File: src/rtl/dmem_arbiter.sv
// dmem_arbiter
// Shares a single-ported, combinational-read data memory between two requesters.
//   Port A: CPU load/store unit, single-word accesses (one-cycle SERVE_A).
//   Port B: debug/DMA loader, auto-incrementing bursts of 1..2^LEN_W-1 beats.
// Arbitration happens only in IDLE with a registered grant. Ties are resolved
// round-robin, and a granted burst runs to completion without preemption.
//
// Build option: define DMEM_ARB_A_PRIO_EN for fixed priority, where port A
// always wins a tie. The default build (macro undefined) is round-robin.
//
// Ports:
//   clk, rst                       clock, asynchronous active-high reset
//   a_req/a_we/a_addr/a_wdata      port A request and access fields
//   a_gnt/a_rdata                  port A access cycle, read data (0 when idle)
//   b_req/b_we/b_addr/b_len        port B burst request (sampled at grant)
//   b_wdata                        port B write data for the current beat
//   b_gnt/b_rdata/b_done           port B beat strobe, read data, last-beat pulse
//   mem_addr/mem_we/mem_wdata      memory controls (all 0 in IDLE)
//   mem_rdata                      memory combinational read data
module dmem_arbiter #(
  parameter int ADDR_W = 14,
  parameter int DATA_W = 32,
  parameter int LEN_W  = 5
) (
  input  logic              clk,
  input  logic              rst,
  input  logic              a_req,
  input  logic              a_we,
  input  logic [ADDR_W-1:0] a_addr,
  input  logic [DATA_W-1:0] a_wdata,
  output logic              a_gnt,
  output logic [DATA_W-1:0] a_rdata,
  input  logic              b_req,
  input  logic              b_we,
  input  logic [ADDR_W-1:0] b_addr,
  input  logic [LEN_W-1:0]  b_len,
  input  logic [DATA_W-1:0] b_wdata,
  output logic              b_gnt,
  output logic [DATA_W-1:0] b_rdata,
  output logic              b_done,
  output logic [ADDR_W-1:0] mem_addr,
  output logic              mem_we,
  output logic [DATA_W-1:0] mem_wdata,
  input  logic [DATA_W-1:0] mem_rdata
);

  typedef enum logic [1:0] {
    IDLE    = 2'd0,
    SERVE_A = 2'd1,
    BURST_B = 2'd2
  } state_t;

  localparam logic [LEN_W-1:0] LEN_ONE = {{(LEN_W-1){1'b0}}, 1'b1};

  state_t            state;
  state_t            next_state;
  logic [LEN_W-1:0]  count;
  logic [LEN_W-1:0]  burst_len;
  logic [ADDR_W-1:0] burst_base;
  logic              burst_we;
  logic              last_beat;
  logic              pick_a;

  // burst_len is never 0 once latched, so len-1 cannot underflow
  assign last_beat = (count == (burst_len - LEN_ONE));

`ifdef DMEM_ARB_A_PRIO_EN
  // Fixed priority: port A always wins a tie
  assign pick_a = 1'b1;
`else
  logic last_grant_b;  // 1: port B held the most recent grant

  // Round-robin history; reset to B so that A wins the first tie
  always_ff @(posedge clk or posedge rst) begin
    if (rst) begin
      last_grant_b <= 1'b1;
    end else if (state == SERVE_A) begin
      last_grant_b <= 1'b0;
    end else if ((state == BURST_B) && last_beat) begin
      last_grant_b <= 1'b1;
    end
  end

  assign pick_a = last_grant_b;
`endif

  // State register
  always_ff @(posedge clk or posedge rst) begin
    if (rst) begin
      state <= IDLE;
    end else begin
      state <= next_state;
    end
  end

  // Burst context: latch base/direction/length at grant, step the beat counter
  always_ff @(posedge clk or posedge rst) begin
    if (rst) begin
      count      <= '0;
      burst_len  <= '0;
      burst_base <= '0;
      burst_we   <= 1'b0;
    end else begin
      case (state)
        IDLE: begin
          if (next_state == BURST_B) begin
            burst_base <= b_addr;
            burst_we   <= b_we;
            burst_len  <= (b_len == '0) ? LEN_ONE : b_len;
            count      <= '0;
          end
        end
        BURST_B: count <= count + LEN_ONE;
        default: count <= count;
      endcase
    end
  end

  // Next-state logic; requests only matter in IDLE
  always_comb begin
    next_state = state;
    case (state)
      IDLE: begin
        if (a_req && b_req) begin
          next_state = pick_a ? SERVE_A : BURST_B;
        end else if (a_req) begin
          next_state = SERVE_A;
        end else if (b_req) begin
          next_state = BURST_B;
        end else begin
          next_state = IDLE;
        end
      end
      SERVE_A: next_state = IDLE;
      BURST_B: begin
        if (last_beat) begin
          next_state = IDLE;
        end else begin
          next_state = BURST_B;
        end
      end
      default: next_state = IDLE;
    endcase
  end

  // Output decode from the registered state: reset forces IDLE, so mem_we
  // falls asynchronously with rst even in the middle of a burst
  always_comb begin
    a_gnt     = 1'b0;
    a_rdata   = '0;
    b_gnt     = 1'b0;
    b_rdata   = '0;
    b_done    = 1'b0;
    mem_addr  = '0;
    mem_we    = 1'b0;
    mem_wdata = '0;
    case (state)
      IDLE: begin
        a_gnt = 1'b0;
      end
      SERVE_A: begin
        a_gnt     = 1'b1;
        a_rdata   = mem_rdata;
        mem_addr  = a_addr;
        mem_we    = a_we;
        mem_wdata = a_wdata;
      end
      BURST_B: begin
        b_gnt     = 1'b1;
        b_rdata   = mem_rdata;
        b_done    = last_beat;
        // modular add: the burst address wraps from the top word back to 0
        mem_addr  = burst_base + {{(ADDR_W-LEN_W){1'b0}}, count};
        mem_we    = burst_we;
        mem_wdata = b_wdata;
      end
      default: begin
        a_gnt = 1'b0;
      end
    endcase
  end

endmodule

File: config.mk
export PLATFORM = sky130hd
export DESIGN_NAME = dmem_arbiter
export DESIGN_NICKNAME = d
export VERILOG_FILES = /design/src/rtl/dmem_arbiter.sv
export SDC_FILE = /design/constraint.sdc
export NUM_CORES = 1
export LEC_CHECK = 0
export CORE_AREA = 5 5 93 95
export DETAILED_ROUTE_END_ITERATION = 7
export DIE_AREA = 0 0 98 100
export DONT_BUFFER_PORTS = 1
export HOLD_SLACK_MARGIN = 0.05
export PLACE_DENSITY = 0.54
export SKIP_CTS_REPAIR_TIMING = 1
export SLEW_MARGIN = 20
export SYNTH_ARGS = -nofsm -noshare
export SYNTH_HDL_FRONTEND = slang
export SYNTH_SLANG_ARGS = --single-unit
File: constraint.sdc
create_clock -name clk -period 7.1 [get_ports clk]
set_input_delay 0.71 -clock clk [delete_from_list [all_inputs] [get_ports clk]]
set_output_delay 0.71 -clock clk [all_outputs]
set_load 0.02 [all_outputs]
### Word-level counts from Yosys, hierarchy flattened

Cells that the tools add are included.

* add/subtract/negate cells: 3
* equality and inequality tests: 5
* muxes and demuxes: 19
* reductions and logical operators: 8

Operator list (count)
* two-way mux 32 bit: 2
* one-hot mux 32 bit (2 select lines): 1
* one-hot mux 14 bit (2 select lines): 1
* adder 14 x 5 -> 14 bit: 1
* two-way mux 2 bit: 5
* two-way mux 5 bit: 2
* one-hot mux 5 bit (2 select lines): 1
* adder 5 x 1 -> 5 bit, second input constant: 1
* equality test 5 bit: 1
* zero test 5 bit: 1
* two-way mux 1 bit: 5
* subtractor 5 x 1 -> 5 bit, second input constant: 1
* equality test 2 bit, second input constant: 2
* one-hot mux 2 bit (2 select lines): 1
* AND reduction 2 bit: 2
* nonzero test 2 bit: 2
* equality test 2 x 1 -> 1 bit, second input constant: 1
* logical AND 1 bit: 2
* zero test 2 bit: 1
* inequality test 2 bit, second input constant: 1
* one-hot mux 1 bit (2 select lines): 1

* bits in registers: 28
* bits of input ports: 135
* output and inout port bits: 114
* logic and storage cells: 41

### Longest topological paths before layout

* word-level depth: 7
* gate-level depth with buffers: 10
* gate-level depth less buffers: 9

### Worst setup path after synthesis

OpenSTA, ideal clock, no wires.

* path kind: reg2out
* from: register count[0]
* to: output port mem_addr[10]
* arrival: 2428 ps
* data required time: 6390 ps
* slack: 3962 ps
* stages on the path, launching flop included: 10
* buffers on the path: 0
* path through: dfrtp_1 -> ha_1 -> inv_1 -> fa_1 -> nor2b_1 -> o21ai_0 -> a21boi_0 -> o2111ai_1 -> xor2_1 -> o21ai_0

* cells in the longest elaborated chain, start to end: 2

Ends and longest elaborated chain
* start, declared: line 57 `logic [LEN_W-1:0] count;`
* start signal, assigned: line 113 `BURST_B: count <= count + LEN_ONE;`
* start signal, assigned: line 114 `default: count <= count;`
* adder 14 x 5 -> 14 bit: line 173 `mem_addr = burst_base + {{(ADDR_W-LEN_W){1'b0}}, count};`
* one-hot mux 14 bit (2 select lines): line 157 `case (state)`
* end, declared: line 41 `output logic [ADDR_W-1:0] mem_addr,`

No other way between the ends.

### Worst setup path after layout

Same ends and word-level chain as after synthesis.

==> impl_metrics.ini <==
[status]
status = completed

[placed_design]
dp_hpwl_um = 8650
numPortBuffers = 0
gp_congestion = 0.972
dp_slack_ns = 3.59

[routing]
drt_iter0_drc = 144
num_vias = 2551
wl_per_cell_um = 23.8
postRouteAntennaNets = 0
firstDrtPassIters = 4
wirelength_um = 10400
drcViolationCount = 0
vias_per_cell = 5.84

[critical_path]
critPathCaptureType = output port
cp-start-kind = register
cp_slowest_cell = a21boi_0
cp_slowest_stage_delay_ns = 0.61
critical_path_class = reg2out
required_ns = 6.39
rr_worst_depth = 7
cp.arrival_ns = 3.15
path_cells = ha_1 > inv_1 > fa_1 > nor2b_1 > o21ai_0 > a21boi_0 > o2111ai_1 > xor2_1 > o21ai_0
crit_top_cell = o21ai_0
crit_fanout = 6

[synth]
synth.most_common_cell = and2_1
synth_edf_count = 0
synth_top_family_by_area = simple AND/OR/NAND/NOR gates
synth_area_mm2 = 0.00290
synth_compound_area_share_pct = 20.1
yosys.area_share.simple_pct = 31.2
ys_types = 43
yosys_warnings = 0
ys_seq_area_share_pct = 24.2
syn_area_per_cell_um2 = 8.16
synth_fa_ha_area_share_pct = 5.01
ys_ff_latch = 28
synth_top_area_share_pct = 23.3
ys.flop_type = dfrtp_1
synth_xor_area_share_pct = 4.53
synth_commonest_cells = and2_1, nor2b_1, a22oi_1
muxShareOfSynthArea_pct = 8.16
syn_nets = 501
netlist_top_cells_area = dfrtp_1, and2_1, a22oi_1
synthArstFlopShare_pct = 100
postSynthCellCount = 355
yosys.area.top_type = dfrtp_1

[floorplanning]
start_util_pct = 37.9
rows = 32
core_mm2 = 0.00765
fp.dieW_um = 98
dieArea_mm2 = 0.00980
io_pins = 249
die_h_um = 100

[job]
drv_cap = 0

[global_route]
grt_max_degree = 45
grt_pass1_vias = 2457
grt_overflow = 0
grt_util_all_layers_pct = 19.7
antenna_found_initial = 0
grt_pass1_wl_um = 15200

[clocking]
clock_latency_ns = 0.28
root_buffer = clkbuf_8
h-tree-depth = 1
clk_pin_slew_ns = 0.09
cts_tree = built
cts.sinks = 28
clockBufferDepth = 2
cts-buffers-inserted = 3

[sta]
tns_ns = 0
period_share_pct = 54.3
skew_ns = 0.00404
tightest_slew_ns = 0.732
slew_headroom_pct = 50.8
slew_viol_final = 0
rsz0062_at_grt = no
worst_slack_ns = 3.24
finalHoldViolCount = 0
whs_ns = 0.373
setup_viol = 0
fmax_mhz = 259
min_period_ns = 3.86

[final_layout]
finish.utilization_pct = 38.7
layout.nets = 482
diodes = 0
syn2layout_area_growth_pct = 2.16
drive_above_1_share_pct = 9.25

[worst_hold_path]
hp-class = in2async

[pwr]
p_leak_nw = 1.15
power.density_mw_per_mm2 = 515
peakVddDrop_v = 0.000203
==> layout by cell type (no fill, tap or decap), types with 5 or more instances in the layout <==
| cell type | n |
|---|---|
| nand2_1 | 24 |
| a21oi_1 | 8 |
| nor2_1 | 11 |
| xnor2_1 | 9 |
| nor2b_1 | 39 |
| inv_1 | 14 |
| and2_1 | 66 |
| o21ai_0 | 22 |
| xor2_1 | 6 |
| dfrtp_1 | 27 |
| a22oi_1 | 37 |
| ha_1 | 7 |
| mux2_2 | 5 |
| nand3_1 | 5 |
| mux2_4 | 12 |
==> logic make-up (layout without fill, tap and decap cells) <==
family,after synthesis,in the layout
AND/OR/NAND/NOR,158,158
AO/OA/AOI/OAI,84,84
buffers and inverters,42,22
flip-flops,28,28
multiplexers,17,17
XOR/XNOR,15,15
adder cells (fa/ha/maj),11,11
==> registers in the layout, summed over array words and instances, names as in the netlist <==
| name | count |
|---|---|
| state | 2 |
| burst_base | 14 |
| last_grant_b | 1 |
| count | 5 |
| burst_len | 5 |
| burst_we | 1 |
==> area by class of cell <==
| cell class | count | area, µm² |
|---|---|---|
| fill | 773 | 4690 |
| timing repair buffer | 3 | 22.5 |
| multi-input combinational | 285 | 2010 |
| clock buffer | 4 | 45.0 |
| tap | 102 | 128 |
| inverter | 15 | 56.3 |
| sequential | 28 | 702 |
==> layer usage <==
layer | vias up | wire length [µm] | global-route usage [%]
met1 | 1226 | 4110 | 25.9
met4 | 0 | 119 | 3.73
li1 | 1183 | - | -
met3 | 8 | 786 | 3.82
met5 | - | 0 | 0
met2 | 134 | 5390 | 33.8
==> worst max-delay path, delay by kind of cell, from the launching register on <==
| kind | cells | cell delay (ns) |
|---|---|---|
| DFF | 1 | 0.46 |
| adders and majority gates | 2 | 0.60 |
| and+or+nand+nor | 1 | 0.12 |
| AOI/OAI and AO/OA | 4 | 1.45 |
| buffers and inverters | 1 | 0.05 |
| xor gates and xnor gates | 1 | 0.17 |
==> stage by stage <==
stage               instances  power, mW  instance area [µm²]
floorplan                 355       1.28                 2900
global placement          433       1.44                 2910
detailed placement        433       1.45                 2910
CTS                       437       1.54                 2960
global route              437       1.65                 2960
finish                    437       1.52                 2960
==> report_power, final <==
group	internal [mW]	switching, mW	leakage (nW)
combinational	0.392	0.725	0.784
sequential	0.237	0.0816	0.338
clock	0.0403	0.0492	0.0228
==> final timing paths <==
path	startpoint	to	slack, ns
min in group clk	burst_base[4]	burst_base[4]	0.52
max in group asynchronous	rst	count[2]	6.33
worst min-delay path	rst	burst_base[8]	0.37
worst max-delay path	count[0]	mem_addr[10]	3.24
worst max register to register	state[0]	burst_base[5]	4.21
worst min register to register	burst_base[4]	burst_base[4]	0.52
(Power assumes the default switching activity.)
